File: src/rtl/dynamic_branch_flush_ctrl_pkg.sv
// Shared types for the dynamic branch flush controller.
//   bht_ctr_t     : 2-bit saturating branch history counter
//   BHT_INIT      : reset value of every history counter (weakly not-taken)
//   flush_state_t : flush FSM states
//   bht_next      : saturating counter update helper
package dynamic_branch_flush_ctrl_pkg;

    typedef logic [1:0] bht_ctr_t;

    localparam bht_ctr_t BHT_INIT = 2'b01;

    typedef enum logic [1:0] {
        IDLE  = 2'd0,
        FLUSH = 2'd1,
        POST  = 2'd2
    } flush_state_t;

    // Move a history counter one step toward the actual outcome, saturating
    // at 2'b00 and 2'b11 so it never wraps.
    function automatic bht_ctr_t bht_next(bht_ctr_t cur, logic taken);
        bht_ctr_t nxt;
        nxt = cur;
        if (taken && cur != 2'b11) begin
            nxt = cur + 2'b01;
        end else if (!taken && cur != 2'b00) begin
            nxt = cur - 2'b01;
        end
        return nxt;
    endfunction

endpackage

File: src/rtl/dynamic_branch_flush_ctrl_if.sv
// Signal bundle between the MEM-stage branch resolution / fetch logic and the
// flush controller.
//   master : pipeline side (drives stall, fetch_pc, resolution, ctrl_in)
//   slave  : flush controller (drives prediction, gated controls, redirect,
//            flushed, forwarding_mask, perf counter, debug state)
//
// Handshake: resolve_valid and uncond_redirect are single-cycle qualifiers
// with no ready; a resolution is taken when its qualifier is high, stall is
// low and the controller is not squashing (state IDLE or POST). Anything
// presented while stalled must be held by the pipeline until stall drops.
interface dynamic_branch_flush_ctrl_if
    import dynamic_branch_flush_ctrl_pkg::*;
#(
    parameter int CTRL_W = 7
) ();
    logic              stall;
    logic [15:0]       fetch_pc;
    logic              predict_taken;
    logic              resolve_valid;
    logic [15:0]       resolve_pc;
    logic              resolve_taken;
    logic              resolve_predicted;
    logic              uncond_redirect;
    logic [CTRL_W-1:0] ctrl_in;
    logic [CTRL_W-1:0] ctrl_out;
    logic              redirect;
    logic              flushed;
    logic [1:0]        forwarding_mask;
    logic [15:0]       mispredict_count;
    flush_state_t      dbg_state;
    logic [2:0]        dbg_cnt;

    modport master (
        output stall, fetch_pc, resolve_valid, resolve_pc, resolve_taken,
               resolve_predicted, uncond_redirect, ctrl_in,
        input  predict_taken, ctrl_out, redirect, flushed, forwarding_mask,
               mispredict_count, dbg_state, dbg_cnt
    );

    modport slave (
        input  stall, fetch_pc, resolve_valid, resolve_pc, resolve_taken,
               resolve_predicted, uncond_redirect, ctrl_in,
        output predict_taken, ctrl_out, redirect, flushed, forwarding_mask,
               mispredict_count, dbg_state, dbg_cnt
    );
endinterface

File: src/rtl/dynamic_branch_flush_ctrl_branch_history_table.sv
// Branch history table: 2^INDEX_BITS two-bit saturating counters.
//   clk, reset : clock, synchronous active-high reset (all entries -> BHT_INIT)
//   rd_idx     : combinational read index; rd_taken = counter MSB
//   wr_en      : update strobe; wr_idx entry steps toward wr_taken
// A read and write of the same index in one cycle returns the old value.
module branch_history_table
    import dynamic_branch_flush_ctrl_pkg::*;
#(
    parameter int INDEX_BITS = 4
) (
    input  logic                  clk,
    input  logic                  reset,
    input  logic [INDEX_BITS-1:0] rd_idx,
    output logic                  rd_taken,
    input  logic                  wr_en,
    input  logic [INDEX_BITS-1:0] wr_idx,
    input  logic                  wr_taken
);
    localparam int ENTRIES = 1 << INDEX_BITS;

    bht_ctr_t table_q [ENTRIES];

    always_ff @(posedge clk) begin
        if (reset) begin
            for (int i = 0; i < ENTRIES; i++) begin
                table_q[i] <= BHT_INIT;
            end
        end else if (wr_en) begin
            table_q[wr_idx] <= bht_next(table_q[wr_idx], wr_taken);
        end
    end

    assign rd_taken = table_q[rd_idx][1];

endmodule

File: src/rtl/dynamic_branch_flush_ctrl.sv
// Dynamic branch flush controller.
//   clk, reset : clock, synchronous active-high reset
//   bus        : slave side of dynamic_branch_flush_ctrl_if (fetch lookup,
//                branch resolution, gated controls, redirect, flush status,
//                forwarding mask, mispredict counter, debug state/count)
// A flush starts on a mispredict or unconditional redirect seen in IDLE or
// POST, squashes ctrl_in for FLUSH_STAGES non-stalled cycles, then spends at
// least one POST cycle with reduced forwarding before returning to IDLE.
module dynamic_branch_flush_ctrl
    import dynamic_branch_flush_ctrl_pkg::*;
#(
    parameter int FLUSH_STAGES   = 3,
    parameter int BHT_INDEX_BITS = 4,
    parameter int CTRL_W         = 7
) (
    input  logic                      clk,
    input  logic                      reset,
    dynamic_branch_flush_ctrl_if.slave bus
);
    localparam logic [2:0] FLUSH_CNT = 3'(FLUSH_STAGES);

    flush_state_t      state_q, state_d;
    logic [2:0]        cnt_q, cnt_d;
    logic [15:0]       mcount_q;
    logic              mispredict;
    logic              accept;
    logic              flush_req;
    logic              flushing;
    logic [1:0]        fwd_mask;
    logic [CTRL_W-1:0] ctrl_gated;

    assign mispredict = bus.resolve_valid & (bus.resolve_taken != bus.resolve_predicted);
    // Resolutions arriving during FLUSH belong to squashed instructions.
    assign accept     = !reset && !bus.stall && (state_q != FLUSH);
    assign flush_req  = accept && (mispredict || bus.uncond_redirect);

    branch_history_table #(
        .INDEX_BITS(BHT_INDEX_BITS)
    ) u_bht (
        .clk      (clk),
        .reset    (reset),
        .rd_idx   (bus.fetch_pc[BHT_INDEX_BITS:1]),
        .rd_taken (bus.predict_taken),
        .wr_en    (bus.resolve_valid && accept),
        .wr_idx   (bus.resolve_pc[BHT_INDEX_BITS:1]),
        .wr_taken (bus.resolve_taken)
    );

    always_ff @(posedge clk) begin
        if (reset) begin
            state_q <= IDLE;
            cnt_q   <= 3'd0;
        end else begin
            state_q <= state_d;
            cnt_q   <= cnt_d;
        end
    end

    always_comb begin
        state_d  = state_q;
        cnt_d    = cnt_q;
        flushing = 1'b0;
        fwd_mask = 2'b11;
        case (state_q)
            IDLE: begin
                if (flush_req) begin
                    state_d = FLUSH;
                    cnt_d   = FLUSH_CNT;
                end
            end
            FLUSH: begin
                flushing = 1'b1;
                // Forwarding is cut only in the last squashed cycle.
                fwd_mask = (cnt_q == 3'd1) ? 2'b00 : 2'b11;
                if (!bus.stall) begin
                    cnt_d = cnt_q - 3'd1;
                    if (cnt_q == 3'd1) begin
                        state_d = POST;
                    end
                end
            end
            POST: begin
                fwd_mask = 2'b10;
                if (flush_req) begin
                    state_d = FLUSH;
                    cnt_d   = FLUSH_CNT;
                end else if (!bus.stall) begin
                    state_d = IDLE;
                end
            end
            default: begin
                state_d = IDLE;
            end
        endcase
        // Reset releases the pipeline immediately, even mid-flush.
        if (reset) begin
            flushing = 1'b0;
            fwd_mask = 2'b11;
        end
    end

    // Only mispredicts count; an uncond-only flush leaves the counter alone.
    always_ff @(posedge clk) begin
        if (reset) begin
            mcount_q <= 16'd0;
        end else if (flush_req && mispredict && mcount_q != 16'hFFFF) begin
            mcount_q <= mcount_q + 16'd1;
        end
    end

    assign ctrl_gated           = flushing ? '0 : bus.ctrl_in;
    assign bus.ctrl_out         = ctrl_gated;
    assign bus.flushed          = flushing;
    assign bus.forwarding_mask  = fwd_mask;
    assign bus.redirect         = flush_req;
    assign bus.mispredict_count = mcount_q;
    assign bus.dbg_state        = state_q;
    assign bus.dbg_cnt          = cnt_q;

    // PC bits outside the table index do not take part in prediction.
    logic unused_pc_bits;
    assign unused_pc_bits = ^{bus.fetch_pc[15:BHT_INDEX_BITS+1], bus.fetch_pc[0],
                              bus.resolve_pc[15:BHT_INDEX_BITS+1], bus.resolve_pc[0]};

endmodule
File: src/flat_wrapper.sv
// flat-port wrapper written by rule: the top's interface ports become plain ports
module dynamic_branch_flush_ctrl_flat import dynamic_branch_flush_ctrl_pkg::*;
#(
    parameter int FLUSH_STAGES   = 3,
    parameter int BHT_INDEX_BITS = 4,
    parameter int CTRL_W         = 7
)
  (clk, reset, bus_stall, bus_fetch_pc, bus_resolve_valid, bus_resolve_pc, bus_resolve_taken, bus_resolve_predicted, bus_uncond_redirect, bus_ctrl_in, bus_predict_taken, bus_ctrl_out, bus_redirect, bus_flushed, bus_forwarding_mask, bus_mispredict_count, bus_dbg_state, bus_dbg_cnt);
  dynamic_branch_flush_ctrl_if #(.CTRL_W(CTRL_W)) bus_i ();
  input  logic clk;
  input  logic reset;
  input wire logic [$bits(bus_i.stall)-1:0] bus_stall;
  input wire logic [$bits(bus_i.fetch_pc)-1:0] bus_fetch_pc;
  input wire logic [$bits(bus_i.resolve_valid)-1:0] bus_resolve_valid;
  input wire logic [$bits(bus_i.resolve_pc)-1:0] bus_resolve_pc;
  input wire logic [$bits(bus_i.resolve_taken)-1:0] bus_resolve_taken;
  input wire logic [$bits(bus_i.resolve_predicted)-1:0] bus_resolve_predicted;
  input wire logic [$bits(bus_i.uncond_redirect)-1:0] bus_uncond_redirect;
  input wire logic [$bits(bus_i.ctrl_in)-1:0] bus_ctrl_in;
  output wire logic [$bits(bus_i.predict_taken)-1:0] bus_predict_taken;
  output wire logic [$bits(bus_i.ctrl_out)-1:0] bus_ctrl_out;
  output wire logic [$bits(bus_i.redirect)-1:0] bus_redirect;
  output wire logic [$bits(bus_i.flushed)-1:0] bus_flushed;
  output wire logic [$bits(bus_i.forwarding_mask)-1:0] bus_forwarding_mask;
  output wire logic [$bits(bus_i.mispredict_count)-1:0] bus_mispredict_count;
  output wire logic [$bits(bus_i.dbg_state)-1:0] bus_dbg_state;
  output wire logic [$bits(bus_i.dbg_cnt)-1:0] bus_dbg_cnt;
  assign bus_i.stall = bus_stall;
  assign bus_i.fetch_pc = bus_fetch_pc;
  assign bus_i.resolve_valid = bus_resolve_valid;
  assign bus_i.resolve_pc = bus_resolve_pc;
  assign bus_i.resolve_taken = bus_resolve_taken;
  assign bus_i.resolve_predicted = bus_resolve_predicted;
  assign bus_i.uncond_redirect = bus_uncond_redirect;
  assign bus_i.ctrl_in = bus_ctrl_in;
  assign bus_predict_taken = bus_i.predict_taken;
  assign bus_ctrl_out = bus_i.ctrl_out;
  assign bus_redirect = bus_i.redirect;
  assign bus_flushed = bus_i.flushed;
  assign bus_forwarding_mask = bus_i.forwarding_mask;
  assign bus_mispredict_count = bus_i.mispredict_count;
  assign bus_dbg_state = bus_i.dbg_state;
  assign bus_dbg_cnt = bus_i.dbg_cnt;
  dynamic_branch_flush_ctrl #(.FLUSH_STAGES(FLUSH_STAGES), .BHT_INDEX_BITS(BHT_INDEX_BITS), .CTRL_W(CTRL_W)) u_core (.clk(clk), .reset(reset), .bus(bus_i));
endmodule
File: config.mk
export PLATFORM = sky130hd
export DESIGN_NAME = dynamic_branch_flush_ctrl_flat
export DESIGN_NICKNAME = d
export VERILOG_FILES = /design/src/rtl/dynamic_branch_flush_ctrl_pkg.sv /design/src/rtl/dynamic_branch_flush_ctrl_if.sv /design/src/rtl/dynamic_branch_flush_ctrl_branch_history_table.sv /design/src/rtl/dynamic_branch_flush_ctrl.sv /design/src/flat_wrapper.sv
export SDC_FILE = /design/constraint.sdc
export NUM_CORES = 1
export LEC_CHECK = 0
export CAP_MARGIN = 0
export CELL_PAD_IN_SITES_DETAIL_PLACEMENT = 0
export CELL_PAD_IN_SITES_GLOBAL_PLACEMENT = 1
export CORE_MARGIN = 2
export CORE_UTILIZATION = 34
export DETAILED_ROUTE_END_ITERATION = 7
export PLACE_DENSITY = 0.77
export SETUP_SLACK_MARGIN = 0.05
export SYNTH_ARGS = -nofsm -noshare
export SYNTH_HDL_FRONTEND = slang
export SYNTH_SLANG_ARGS = --single-unit
File: constraint.sdc
create_clock -name clk -period 3.09 [get_ports clk]
set_input_delay 0.4635 -clock clk [delete_from_list [all_inputs] [get_ports clk]]
set_output_delay 0.4635 -clock clk [all_outputs]
set_load 0.02 [all_outputs]
# Word-level counts from Yosys, hierarchy flattened
# Memories as Yosys holds them, arrays and structs flattened.
# Index checks and enable logic that the tools add are counted.
# word_totals
reg_bits	21
ramBits	32
output_inout_bits	33
elab_cells	67
n_memories	1
# mem_list
memory	depth	width	rd	rd_ports_with_merged_regs	wr	line	rtl
u_core.u_bht.table_q	16	2	2	0	16	dynamic_branch_flush_ctrl_branch_history_table.sv:21	bht_ctr_t table_q [ENTRIES];
# classes
n_addsub	4
eq_ne	12
n_mux	27
bitwise	1
reduce_logical	19
# ops
cell	n
two-way mux 2 bit	12
adder 16 x 1 -> 16 bit, second input constant	1
inequality test 16 bit, second input constant	1
logical AND 1 bit	8
two-way mux 1 bit	8
inequality test 2 x 1 -> 1 bit, second input constant	4
two-way mux 7 bit	1
two-way mux 3 bit	2
case mux 2 bit (3 select lines)	1
case mux 3 bit (2 select lines)	1
two-way mux 4 bit	1
inequality test 2 bit, second input constant	2
case mux 2 bit (2 select lines)	1
AND reduction 4 bit	1
nonzero test 2 bit	2
OR reduction 2 bit	2
equality test 3 x 1 -> 1 bit, second input constant	1
zero test 1 bit	3
inequality test 3 x 2 -> 1 bit, second input constant	1
AND reduction 3 bit	1
subtractor 3 x 1 -> 3 bit, second input constant	1
adder 2 x 1 -> 2 bit, second input constant	1
equality test 2 x 1 -> 1 bit, second input constant	1
equality test 2 bit, second input constant	1
other kinds (5)	5

# Longest topological paths before layout
# Gate-level depths: netlist (run 1).
# logic_depth
ltp_word	9
ltp_mapped	13
ltp_nobuf	10

# Cells and area by module
# A second synthesis (run 1) with hierarchy kept.
# hier_totals
cells_unflattened	320
hier_area_um2	3265.6
# by_module_without_submodules
module	instances	cells_per_inst	area_per_inst_um2
branch_history_table	1	166	1958.1
dynamic_branch_flush_ctrl	1	154	1307.5

# Worst setup path before layout (run 1)
# OpenSTA, ideal clock, no wires.
# synth_timing
path_type	input to register
start	in bus_resolve_pc[2]
end	mem u_core.u_bht.table_q[0][1] in the netlist's numbering, data pin
arrival_time_ns	2.908
required_ns	2.834
setup_slack_ns	-0.074
cell_stages	12
n_path_buf	3
path_cell_list	buf_2 -> buf_1 -> mux4_2 -> mux2_2 -> o21ai_0 -> inv_1 -> ha_1 -> mux2i_1 -> inv_1 -> a21oi_1 -> buf_2 -> nor2_1
# synth_rtl
element	line	rtl
from (decl)	flat_wrapper.sv:15	input wire logic [$bits(bus_i.resolve_pc)-1:0] bus_resolve_pc;
to (decl)	dynamic_branch_flush_ctrl_branch_history_table.sv:21	

==> results of run 1 <==
metal layers:
layer | up-vias | global-route usage | wire (um)
met4 | 0 | 0.0369 | 54
met3 | 7 | 0.0281 | 276
li1 | 1222 | - | -
met2 | 50 | 0.264 | 3650
met5 | - | 0 | 0
met1 | 1186 | 0.200 | 3230
report_power, final:
group / total [W] / switching (W) / internal, W
combinational: 0.000480 / 0.000245 / 0.000235
clock: 0.000397 / 0.000236 / 0.000161
sequential: 0.000802 / 0.0000270 / 0.000775
total: 0.00168 / 0.000508 / 0.00117
final cells by class:
class / count / area (sq um)
clock buffer: 6 / 72.6
timing repair buffer: 84 / 773
inverter: 11 / 41.3
multi-input combinational: 218 / 1640
sequential: 53 / 1380
tap: 108 / 135
fill: 827 / 4700
clock inverter: 2 / 13.8
critical path, delay by kind of cell:
family                   cells  cell delay (ps)
AO/OA/AOI/OAI                2              150
adder cells (fa/ha/maj)      1              230
buffers and inverters        4              930
multiplexers                 3              830
AND/OR/NAND/NOR              2              500
sequential cells by signal, indices dropped and copies added (netlist names):
name and count:
u_core.bus.mispredict_count 16, u_core.bus.dbg_cnt 3, u_core.bus.dbg_state 2, u_core.u_bht.table_q 32
cell families after synthesis:
kind of cell,count (synthesis),synth area share
muxes,24,0.131
buffers and inverters,27,0.0389
and+or+nand+nor,142,0.240
adders and majority gates,10,0.0406
xor gates and xnor gates,15,0.0426
DFF,53,0.448
AOI/OAI and AO/OA,27,0.0592
Yosys cell counts, drive strengths merged (4+ instances only):
cell type   n  area, sq um
a21oi       7         35.0
and2        7         43.8
and3        4         25.0
buf         6         35.0
clkbuf      9         35.0
dfxtp      21          420
edfxtp     32          961
ha         10          125
inv        11         41.3
mux2i      10          100
mux4       13          293
nand2      29          109
nand2b     16          100
nand3      17         85.1
nand4       4         25.0
nor2       35          131
nor2b       4         25.0
nor3        6         30.0
nor4        4         40.0
o2111ai     4         35.0
o21ai       6         30.0
or2         4         25.0
or3         4         26.3
xnor2      10         87.6
xor2        5         43.8
path summary, 6_finish.rpt:
check | slack (ps) | endpoint | start | cells after the start
max | 150 | u_core.u_bht.table_q[3][1] | bus_resolve_pc[2] | 12
min | 510 | u_core.bus.mispredict_count[13] | u_core.bus.mispredict_count[13] | 2
max reg2reg | 530 | u_core.u_bht.table_q[2][0] | u_core.u_bht.table_q[11][0] | 10
min reg2reg | 510 | u_core.bus.mispredict_count[13] | u_core.bus.mispredict_count[13] | 2
stage by stage:
stage	power (W)	hold WS [ps]	instance area [sq um]
3_3_place_gp	0.00128	486	3890
2_1_floorplan	0.00109	566	3090
4_1_cts	0.00168	516	4020
5_1_grt	0.00175	549	4060
3_5_place_dp	0.00129	501	3890
6_report	0.00168	509	4060
what timing repair did:
action | 4_1_cts | 5_1_grt
setup buffers | 2 | 1
pin swaps | 2 | 2
endpoints found under the setup margin | 33 | 33
resized for setup | 7 | 11
hold buffers | 0 | 0
==> parameters.txt, run 1 <==
Parameter                              Value

Drt
  TritonRoute pass-1 iters    6
  Violation count after the first detailed-route iteration    around 100
  Antenna violation net count after detailed routing    0
  Average routed wire per standard cell    between 10 and 15 um
  Per-cell via count in the routed design    5.11
  Number of vias after detailed routing    around 2,500
  DRC violations left    0
  Total Routed Length    a little over 7000 um

STA
  Worst slew pin tran    614 ps
  Minimum clock period    around 2900 ps
  Post-route clock skew    about 11 ps
  Setup total negative slack    0 ps
  Unrepaired setup endpoints after global routing    false
  Final cycle utilization of the critical path    0.951
  Final-report max-slew violation count    0
  # setup viols final    0
  Highest clock rate    between 300 and 400 MHz
  Slack of the critical path    around 150 ps
  Relative slew margins    0.589
  Hold Fails Final Rpt    0

Setup path
  WP data required    3250 ps
  Slowest stage delay, CP    approximately 510 ps
  Startpoint class of the critical path    input pin
  Slowest cell on the critical path    sky130_fd_sc_hd__clkdlybuf4s50_1
  CP Data Arrival Time    just over 3000 ps
  Worst Path Max Fanout    5
  Critical Path, Cell by Cell    clkdlybuf4s50_1 -> buf_4 -> mux4_2 -> mux2i_1 -> mux2i_1 -> inv_1 -> ha_1 -> or3_1 -> o21ai_2 -> a21oi_4 -> buf_4 -> nor3_1
  Category of the most critical setup path    input pin to register
  Capturing element type of the critical path    register

Clock network
  Buffer cell driving the clock tree root    sky130_fd_sc_hd__clkbuf_8
  CTS sink count    53
  Skew-Pair Late Insertion Delay    just over 300 ps
  Clock transition time at the flip-flop clock pins of the worst setup and hold paths    100 ps
  Cts bufs inserted    5
  Clock tree from TritonCTS    done
  Number of H-tree levels    2
  Longest Clk Path Bufs    2

Floorplan
  Area of the die    between 9000 and 10,000 sq um
  Floorplan die width    between 90 and 100 um
  Effective utilization at floorplan    0.352
  Boundary Pins    79
  Die outline height    around 100 um
  Area of the core    about 9000 sq um
  Cell row count    34

Global routing
  All-layer global routing usage    0.153
  Largest net degree at the start of global routing    31
  Antenna violations before repair    0
  Via count of the first global-routing pass    approximately 2,500
  GR Overflow Total    0
  Global-route wire length before repair    ~12,000 um

Place
  Placed Cells    between 400 and 500
  Minimum setup slack after placement    -410 ps
  HPWL Detailed    between 5000 and 6000 um
  Number of port buffers    54
  RD Place Congestion    0.826

Final layout
  Share of cells above drive strength 1    0.190
  Cell Count, Final, Fillers Out    ~480
  Core utilization of the finished layout    0.463
  Commonest non-fill, non-tap cells in the layout    51 x sky130_fd_sc_hd__clkdlybuf4s50_1, 35 x sky130_fd_sc_hd__nor2_1, 32 x sky130_fd_sc_hd__edfxtp_1
  Post-synthesis to final-layout area growth    31.6%
  Post-layout nets    roughly 430
  Number of antenna diodes    0
  Commonest non-fill, non-tap cell in the layout    sky130_fd_sc_hd__clkdlybuf4s50_1

Yosys
  Number of synthesized register bits    53
  EDFF count, synth    32
  Warnings from Yosys    0
  Count of different cell masters after synthesis    between 40 and 50
  Post-Syn Nets    354
  Cell area after synthesis    between 3000 and 4000 sq um
  Post-synthesis average cell area    10.3 sq um
  Post-synthesis instance total    roughly 300
  Commonest register cell after synthesis    sky130_fd_sc_hd__edfxtp_1
  Seq/Total Area, Yosys    0.448
  Share of flip-flops with an asynchronous set or reset    0

Power
  Ratio of total power to cell area    roughly 410 nW/um^2
  Maximum ir drop on the vdd rail    between 0.2 and 0.3 mV
  Cell leakage power    around 1.4 nW

Flow run
  Maxcap violations    0

Run status
  Result of the run    finished, final reports clean

Worst hold path
  Path category of the worst min-delay check    register to register
(Power assumes the default switching activity.)
==> run 2, diff against run 1 <==
--- a/config.mk
+++ b/config.mk
@@ -8,6 +8,7 @@
 export CAP_MARGIN = 0
 export CELL_PAD_IN_SITES_DETAIL_PLACEMENT = 0
 export CELL_PAD_IN_SITES_GLOBAL_PLACEMENT = 1
+export CORE_ASPECT_RATIO = 1.5
 export CORE_MARGIN = 2
 export CORE_UTILIZATION = 34
 export DETAILED_ROUTE_END_ITERATION = 7
==> constraint.sdc (replaced) <==
create_clock -name clk -period 2.44 [get_ports clk]
set_input_delay 0.366 -clock clk [delete_from_list [all_inputs] [get_ports clk]]
set_output_delay 0.366 -clock clk [all_outputs]
set_load 0.02 [all_outputs]
==> parameters.txt, run 2 (synthesized netlist as in run 1, its figures left out) <==
Parameter                              Value

Run status
  Result of the run    complete, but fails checks
  Violated checks    setup timing

Final layout
  Post-synthesis to final-layout area growth    49.1%
  Filler Cell Count    821 (-0.73%)
  Commonest non-fill, non-tap cell in the layout    sky130_fd_sc_hd__buf_4
  Flip-flop count of the largest register after layout    32 (unchanged)
  Register ranked first by flip-flop count    u_core.u_bht.table_q
  Number of antenna diodes    0 (unchanged)
  Commonest non-fill, non-tap cells in the layout    52 x sky130_fd_sc_hd__buf_4, 38 x sky130_fd_sc_hd__clkdlybuf4s50_1, 32 x sky130_fd_sc_hd__edfxtp_1
  Share of cells above drive strength 1    0.338 (+0.148)
  Post-layout nets    460 (+7.2%)

Place
  Number of port buffers    54 (unchanged)
  Minimum setup slack after placement    -882 ps (-472 ps)
  RD Place Congestion    0.782 (-5.3%)
  HPWL Detailed    5730 um (+4.7%)

Drt
  Violation count after the first detailed-route iteration    125 (+20%)
  Average routed wire per standard cell    15.0 um (+0.16%)
  Routed length on met2    4420 um (+21%)
  Routed length on met3    214 um (-22%)
  Antenna violation net count after detailed routing    0 (unchanged)
  Total routed wire length on the met1 layer    2940 um (-9.0%)
  Number of vias after detailed routing    2,601 (+5.5%)
  Per-cell via count in the routed design    5.05 (-1.2%)
  DRC violations left    0 (unchanged)
  TritonRoute pass-1 iters    4 (-2)
  Total Routed Length    7720 um (+7.0%)
  Highest layer used for signal routing    met4

STA
  Post-route clock skew    4.79 ps (-5.86 ps)
  Final-report max-slew violation count    0 (unchanged)
  Hold Slack    502 ps (-7.74 ps)
  Highest clock rate    between 300 and 400 MHz
  Hold Fails Final Rpt    0 (unchanged)
  Relative slew margins    0.756 (+0.167)
  Slack of the critical path    -67.8 ps (-220 ps)
  Unrepaired setup endpoints after global routing    true
  Minimum clock period    about 2500 ps
  Setup total negative slack    -875 ps (-875 ps)
  Worst slew pin tran    365 ps (-249 ps)
  # setup viols final    26 (+26)
  Final cycle utilization of the critical path    1.03

Floorplan
  Boundary Pins    79 (unchanged)
  Cell row count    42 (+24%)
  Die outline height    121 um (+22%)
  Effective utilization at floorplan    0.349 (-0.00259)
  Floorplan die width    81.8 um (-18%)
  Area of the core    8830 sq um (+0.74%)
  Area of the die    9860 sq um (+0.17%)

Power
  Proportion of power drawn by flip-flops and latches    0.419 (-0.059)
  Clk pwr share    0.289 (+0.052)
  Fraction of power spent switching nets    0.293 (-0.00908)
  Power spent charging and discharging nets    0.000708 W (+40%)
  Cell-internal power    0.00171 W (+46%)
  Share of total power in combinational logic    0.292 (+0.006)
  Ratio of total power to cell area    525 nW/um^2 (+27%)
  Cell leakage power    1.64 nW (+16%)
  Maximum ir drop on the vdd rail    0.434 mV (+53%)

Setup path
  CP Data Arrival Time    2640 ps (-450 ps)
  Slowest stage delay, CP    470 ps (-40 ps)
  Category of the most critical setup path    register to register
  Worst Path Max Fanout    8 (+3)
  Critical Path, Cell by Cell    mux4_2 -> mux2i_1 -> mux2i_1 -> inv_1 -> ha_4 -> or3_4 -> o21ai_4 -> a21oi_4 -> buf_12 -> nor4_4
  Most frequent CP cell    sky130_fd_sc_hd__mux2i_1
  WP data required    2570 ps (-680 ps)
  Capturing element type of the critical path    register
  Kind of cell adding the most delay to the critical path    multiplexers
  R2R setup slack    -70 ps (-600 ps)
  Startpoint class of the critical path    register
  Bufs and invs on worst path    2 (-2)
  Slowest cell on the critical path    sky130_fd_sc_hd__mux4_2

Worst hold path
  Path category of the worst min-delay check    register to register

Clock network
  Cts bufs inserted    5 (unchanged)
  Clock tree from TritonCTS    done
  Buffer cell driving the clock tree root    sky130_fd_sc_hd__clkbuf_16
  Number of H-tree levels    2 (unchanged)
  Longest Clk Path Bufs    2 (unchanged)
  CTS sink count    53 (unchanged)
  Clock transition time at the flip-flop clock pins of the worst setup and hold paths    70 ps (-30 ps)
  Skew-Pair Late Insertion Delay    290 ps (-20 ps)

Global routing
  GR Overflow Total    0 (unchanged)
  Antenna violations before repair    0 (unchanged)
  All-layer global routing usage    0.164 (+0.0114)
  Via count of the first global-routing pass    2,661 (+6.9%)
  Global-route wire length before repair    12,400 um (+1.4%)
  Largest net degree at the start of global routing    28 (-9.7%)

Flow run
  Maxcap violations    0 (unchanged)
run 2: repair_timing:
action / 4_1_cts / 5_1_grt
buffers inserted: 5 / 1
hold buffers: 0 / 0
endpoints found under the setup margin: 42 / 38
cloned: 1 / 0
endpoints found under the hold margin: 0 / 0
gates resized for setup: 66 / 18
pin swaps: 17 / 5
run 2: per-layer routing:
metal | vias up | GRT usage
met5 | - | 0
met4 | 0 | 0.0510
met1 | 1255 | 0.177
li1 | 1282 | -
met3 | 12 | 0.0254
met2 | 52 | 0.316
run 2: area by class of cell:
type,count,area (sq um),area share
Clock inverter,2,15.0,0.00326
Inverter,11,41.3,0.00898
Sequential cell,53,1380,0.301
Multi-Input combinational cell,218,1840,0.401
Clock buffer,6,129,0.0280
Timing Repair Buffer,115,1050,0.228
Tap cell,110,138,0.0299
run 2: power by group through the flow:
stage	clock (W)	combinational (W)	sequential, W
finish	0.000698	0.000705	0.00101
global route	0.000747	0.000756	0.00102
CTS	0.000724	0.000698	0.00101
detailed placement	0	0.000623	0.00103
global placement	0	0.000616	0.00103
floorplan	0	0.000343	0.00106
run 2: final timing paths:
check                                  startpoint                               to  depth (start not counted)
hold reg to reg   u_core.bus.mispredict_count[13]  u_core.bus.mispredict_count[13]                          2
setup / recovery       u_core.u_bht.table_q[3][1]      u_core.u_bht.table_q[12][1]                         10
setup reg to reg       u_core.u_bht.table_q[3][1]      u_core.u_bht.table_q[12][1]                         10
hold / removal    u_core.bus.mispredict_count[13]  u_core.bus.mispredict_count[13]                          2
run 2: worst min-delay path: stages (launching register included):
cell and delay [ps]:
sky130_fd_sc_hd__dfxtp_1 330, sky130_fd_sc_hd__o21ai_0 70, sky130_fd_sc_hd__a21oi_1 60
run 2: stage by stage:
step	util	std cells	total power (W)	area (sq um)
2_1_floorplan	-	298	0.00140	3170
3_3_place_gp	0.469	500	0.00164	4140
3_5_place_dp	0.469	500	0.00165	4140
4_1_cts	0.513	514	0.00243	4530
5_1_grt	0.521	515	0.00252	4600
6_report	0.521	515	0.00242	4600
